`src/rtl/rle_decoder_64.sv`:
```
// RLE block decoder: expands one packed 64-slot run/level word into 64 signed
// coefficients in scan order, one beat per cycle, with valid/ready on both sides.
module rle_decoder_64 #(
   parameter int N_COEF  = 64,
   parameter int RUN_W   = 4,
   parameter int LEVEL_W = 10,
   parameter int ENTRY_W = 14,
   parameter logic [13:0] EOB = 14'h3FFF
) (
   input  logic                        clk,
   input  logic                        reset,
   input  logic [N_COEF*ENTRY_W-1:0]   in_data,
   input  logic                        in_valid,
   output logic                        in_ready,
   output logic [LEVEL_W-1:0]          out_coef,
   output logic [5:0]                  out_index,
   output logic                        out_valid,
   input  logic                        out_ready,
   output logic                        out_last,
   output logic                        out_err
);

   localparam int BLK_W = N_COEF * ENTRY_W;

   typedef enum logic [2:0] {IDLE, FETCH, ZERO, LEVEL, FILL} state_t;

   state_t               state_reg, state_next;
   logic [BLK_W-1:0]     blk_reg, blk_next;
   logic [6:0]           cnt_reg, cnt_next;
   logic [RUN_W-1:0]     run_reg, run_next;
   logic [LEVEL_W-1:0]   level_reg, level_next;
   logic                 out_valid_reg, out_valid_next;
   logic [LEVEL_W-1:0]   out_coef_reg, out_coef_next;
   logic [5:0]           out_index_reg, out_index_next;
   logic                 out_last_reg, out_last_next;
   logic                 out_err_reg, out_err_next;

   logic [ENTRY_W-1:0]   top_slot;
   logic                 adv;
   logic                 done;
   logic                 fire_last;
   logic                 emit;
   logic [LEVEL_W-1:0]   emit_val;

   assign top_slot  = blk_reg[BLK_W-1 -: ENTRY_W];
   assign adv       = !out_valid_reg || out_ready;
   assign done      = cnt_reg[6];
   assign fire_last = out_valid_reg && out_ready && out_last_reg;

   always_ff @(posedge clk) begin
      if (!reset) begin
         state_reg     <= IDLE;
         blk_reg       <= '0;
         cnt_reg       <= '0;
         run_reg       <= '0;
         level_reg     <= '0;
         out_valid_reg <= 1'b0;
         out_coef_reg  <= '0;
         out_index_reg <= '0;
         out_last_reg  <= 1'b0;
         out_err_reg   <= 1'b0;
      end else begin
         state_reg     <= state_next;
         blk_reg       <= blk_next;
         cnt_reg       <= cnt_next;
         run_reg       <= run_next;
         level_reg     <= level_next;
         out_valid_reg <= out_valid_next;
         out_coef_reg  <= out_coef_next;
         out_index_reg <= out_index_next;
         out_last_reg  <= out_last_next;
         out_err_reg   <= out_err_next;
      end
   end

   always_comb begin
      state_next     = state_reg;
      blk_next       = blk_reg;
      cnt_next       = cnt_reg;
      run_next       = run_reg;
      level_next     = level_reg;
      out_valid_next = out_valid_reg;
      out_coef_next  = out_coef_reg;
      out_index_next = out_index_reg;
      out_last_next  = out_last_reg;
      out_err_next   = out_err_reg;
      emit           = 1'b0;
      emit_val       = '0;
      in_ready       = (state_reg == IDLE);

      if (state_reg == IDLE) begin
         if (in_valid) begin
            blk_next   = in_data;
            cnt_next   = '0;
            run_next   = '0;
            level_next = '0;
            state_next = FETCH;
         end
      end else if (fire_last) begin
         // The index-63 handshake ends the block whatever is still pending.
         state_next     = IDLE;
         out_valid_next = 1'b0;
         out_last_next  = 1'b0;
         out_err_next   = 1'b0;
      end else if (adv && !done) begin
         out_valid_next = 1'b0;
         case (state_reg)
            FETCH: begin
               if (top_slot == EOB) begin
                  state_next = FILL;
               end else begin
                  run_next   = top_slot[ENTRY_W-1 -: RUN_W];
                  level_next = top_slot[LEVEL_W-1:0];
                  state_next = (top_slot[ENTRY_W-1 -: RUN_W] != '0) ? ZERO : LEVEL;
               end
            end
            ZERO: begin
               emit     = 1'b1;
               run_next = run_reg - 1'b1;
               if (run_reg == 4'd1) state_next = LEVEL;
            end
            LEVEL: begin
               emit       = 1'b1;
               emit_val   = level_reg;
               blk_next   = {blk_reg[BLK_W-ENTRY_W-1:0], {ENTRY_W{1'b0}}};
               state_next = FETCH;
            end
            FILL: begin
               emit = 1'b1;
            end
            default: state_next = IDLE;
         endcase

         if (emit) begin
            out_valid_next = 1'b1;
            out_coef_next  = emit_val;
            out_index_next = cnt_reg[5:0];
            out_last_next  = (cnt_reg == 7'd63);
            // A zero beat at index 63 always leaves at least the level unsent.
            out_err_next   = (cnt_reg == 7'd63) && (state_reg == ZERO);
            cnt_next       = cnt_reg + 7'd1;
         end
      end
   end

   assign out_valid = out_valid_reg;
   assign out_coef  = out_coef_reg;
   assign out_index = out_index_reg;
   assign out_last  = out_last_reg;
   assign out_err   = out_err_reg;

endmodule

```
`config.mk`:
```
export PLATFORM = sky130hd
export DESIGN_NAME = rle_decoder_64
export DESIGN_NICKNAME = d
export VERILOG_FILES = /design/src/rtl/rle_decoder_64.sv
export SDC_FILE = /design/constraint.sdc
export NUM_CORES = 2
export LEC_CHECK = 0
export CORE_AREA = 2 2 362 364
export DETAILED_ROUTE_END_ITERATION = 12
export DIE_AREA = 0 0 364 366
export PLACE_DENSITY = 0.58
export SLEW_MARGIN = 25
export SYNTH_ARGS = -nofsm -noshare
export SYNTH_HDL_FRONTEND = slang
export SYNTH_SLANG_ARGS = --single-unit
```
`constraint.sdc`:
```
create_clock -name clk -period 2.65 [get_ports clk]
set_input_delay 0.3975 -clock clk [delete_from_list [all_inputs] [get_ports clk]]
set_output_delay 0.3975 -clock clk [all_outputs]
set_load 0.02 [all_outputs]
```
==> metrics.md <==
| Metric | Value |
|---|---|
| Status | finished, final reports clean |
| Gpl congestion | about 0.9 |
| Critical path capture point | in_ready |
| Overall routing resource usage | 0.2277 |
| Clk root buf | clkbuf_16 |
| CTS tree | yes |
| Max reg flops | ~900 |
| Post-layout instance area | around 0.057 mm2 |
| Cts bufs inserted | approximately 100 |
| Seq. cell area | about 0.019 mm2 |
| Multi-input gate area | 0.02127 mm2 |
| Number of flops mapped to enable cells by yosys | 0 |
| Synth Area per Inst | 8.164 um2 |
| Internal power | ~28 mW |
| Worst r2r dst | blk_reg[730]$_SDFFE_PN0P_ |
| Placement Setup Slack | -0.1044 ns |
| First-pass GRT wire length | between 200 and 250 mm |
| Initial Utilization | 0.3301 |
| Crit. path cell count | 4 |
| Register-to-Register Path Depth | 9 |
| Ys flop type | dfxtp_1 |
| CP startpoint | state_reg[2]$_SDFFE_PN0P_ |
| Hold Path Class | input pin to flop |
| Cell family with most CP delay | buffers and inverters |
| Remaining global-route overflow | 0 |
| Switch share | 0.2834 |
| Worst Skew | roughly 0.033 ns |
| Area delta synth->final | 34.05% |
| PwrDens | between 600 and 700 mW/mm2 |
| Placed cell area | roughly 0.053 mm2 |
| Unrepaired setup endpoints after global routing | no |
| Post-Synthesis Cells | around 5,200 |
| Vias after detailed routing | about 40,000 |
| Combinational power share | 0.192 |
| Synth top area share | 0.4415 |
| FILL cells | between 10,000 and 15,000 |
| PortBufs | around 920 |
| Largest net degree at the start of global routing | ~180 |
| CP arrival | ~2 ns |
| Iter 0 DRT Violations | 3,512 |
| Sequential area share after synthesis | 0.4415 |
| Critical Path RT | between 2 and 2.5 ns |
| Largest vdd supply drop | 0.5102 mV |
| Num rows | approximately 130 |
| Chip height | between 300 and 400 um |
| Drt drc | 0 |
| # nets final | 6,787 |
| MaxCap Viol Count | 0 |
| Synthesized flop and latch total | 939 |
| YS warnings | 0 |
| PnR worst setup slack | ~0.24 ns |
| Die ar. | roughly 0.13 mm2 |
| Reg-to-Reg Start | state_reg[2]$_SDFFE_PN0P_ |
| Highest Clock Rate | 415.1 MHz |
| Worst-Margin Slew | around 0.97 ns |
| Cell Area, Synth | between 0.04 and 0.05 mm2 |
| Buf+Inv Stages, Crit Path | 2 |
| Worst-path maximum fanout | 10 |
| Switching power | between 10 and 15 mW |
| CP peak stage delay | approximately 0.42 ns |
| Synth top area cells | dfxtp_1, o211a_1, nand2_1 |
| DPL Wire Length | around 120 mm |
| Initial antenna violation count | 39 |
| Hold_ws | ~0.15 ns |
| Pre-Repair DR Iteration Count | 6 |
| Rel. slew slack | 0.3518 |
| Seq pwr share | 0.416 |
| Minimum setup slack among reg-to-reg paths | between 0.2 and 0.3 ns |
| CTS HTree Levels | 3 |
| IO Count | 920 |
| Clk slew on worst S/H paths | around 0.060 ns |
| Tot Pwr | slightly below 40 mW |
| Fin util | 0.4425 |
| Crit-path cells | nor2_2, nand2_8, inv_8, dlygate4sd2_1 |
| Hold-fix buffers at CTS | 0 |
| Syn_nets | roughly 6,100 |
| Synth area leader | dfxtp_1 |
| Critical path class | flop to output pin |
| Clock power share | 0.392 |
| # setup viols final | 0 |
| Max clock buf depth | 3 |
| Max-slew violation count | 0 |
| LEAKAGE | 29.89 nW |
| Clk sinks | between 900 and 1,000 |
| Drt wl/cell | around 21 um |
| Slowest-stage cell, CP | dlygate4sd2_1 |
| Async set-reset flop share out of synthesis | 0 |
| Final ANT Viol Nets | 0 |
| Critical path startpoint category | flop |
| Minimum clock period | between 2 and 2.5 ns |
| Worst Setup End Kind | output pin |
| Vias in the first global route | 38,410 |
| Final wirelength | ~160 mm |
| Skew-Pair Late Insertion Delay | about 0.7 ns |
| Final Hold Fails | 0 |
| Core box area | ~0.13 mm2 |
| Final period utilization | 0.9090 |
| Die width | between 300 and 400 um |
| Synth unique cells | 47 |
| Vias/cell | 5.185 |
| Share of cells above drive strength 1 | 0.05729 |
==> cells in the mapped netlist (3+ instances only) <==
cell and instances:
a2111oi_0 3, nor2b_1 5, xor2_1 4, o21ai_0 5
buf_4 7, nand4_1 7, o211a_1 882, nand2_1 1825
mux2i_1 12, buf_6 58, o22ai_1 3, buf_2 109
ha_1 3, nand3_1 922, nor3_1 4, inv_1 4
buf_1 6, clkbuf_1 330, a21oi_1 6, nor2_1 16
a21boi_0 31, dfxtp_1 939
==> placed cells by master (no fill, tap or decap), types with 3 or more instances in the layout <==
cell                n
clkinv_2           19
nor2_1             16
diode_2            21
nor3_1              4
clkdlybuf4s50_1   916
inv_16              3
o211a_1           882
clkbuf_8           27
o22ai_1             3
nand2_1          1825
o21ai_0             5
xor2_1              4
clkbuf_1           18
clkbuf_16         104
buf_12             58
bufinv_16          13
dfxtp_1           939
a21oi_1             6
nand4_1             7
nand3_1           922
buf_4              96
a21boi_0           31
mux2i_1            12
inv_1               4
nor2b_1             5
ha_1                3
inv_6               4
==> metrics by stage <==
step / setup TNS [ns] / std cells
2_1_floorplan: 0 / 5215
3_3_place_gp: -3.074 / 7520
3_5_place_dp: -1.105 / 7520
4_1_cts: 0 / 7712
5_1_grt: 0 / 7729
6_report: 0 / 7733
==> power by group through the flow <==
stage                     Sequential (mW)  Combinational [mW]  Clock (mW)
after floorplan                      16.4                4.62           0
after global placement               16.7                7.53           0
after detailed placement             16.7                7.61           0
after CTS                            16.4                7.64        15.8
after global routing                 16.6                8.30        16.4
final                                16.4                7.60        15.5
==> how the worst min path moves through the flow <==
stage	endpoint	start	cells after the start	slack (ns)
after floorplan	level_reg[0]$_SDFFE_PN0P_	level_reg[0]$_SDFFE_PN0P_	2	0.43
after global placement	blk_reg[2]$_SDFFE_PN0P_	blk_reg[2]$_SDFFE_PN0P_	2	0.45
after detailed placement	blk_reg[13]$_SDFFE_PN0P_	blk_reg[13]$_SDFFE_PN0P_	2	0.46
after CTS	blk_reg[844]$_SDFFE_PN0P_	reset	2	0.11
after global routing	blk_reg[844]$_SDFFE_PN0P_	reset	2	0.12
final	blk_reg[844]$_SDFFE_PN0P_	reset	2	0.15
==> area by class of cell <==
cell class / instances / area share
flip-flops and latches: 939 / 0.3294
well taps: 1742 / 0.03819
repair buffers: 1073 / 0.1943
clock buffers: 149 / 0.05329
inverters: 6 / 0.0005261
multi-input cells: 3760 / 0.3726
clock inverters: 43 / 0.01087
diodes: 21 / 0.0009207
==> cells by family after synthesis <==
family | after synthesis | share of synthesized area
simple gates | 2791 | 0.2749
compound gates | 948 | 0.2191
flops | 939 | 0.4415
buf+inv | 516 | 0.05954
mux | 12 | 0.002821
xor+xnor | 6 | 0.001234
fa+ha+maj | 3 | 0.0008817
==> what timing repair did <==
action | 4_1_cts | 5_1_grt
setup buffers | 0 | 0
pin swaps | 0 | 0
resized for setup | 1 | 1
setup endpoints to repair | 1 | 1
==> metal layers <==
layer / vias to the layer above / track usage / part of all wire
met5: - / 0 / 0.0015
met4: 36 / 0.09839 / 0.041
met3: 285 / 0.04351 / 0.061
met2: 1198 / 0.3793 / 0.48
met1: 19050 / 0.2851 / 0.42
li1: 19530 / - / -
Note: power is estimated with default switching activity, not from simulation.
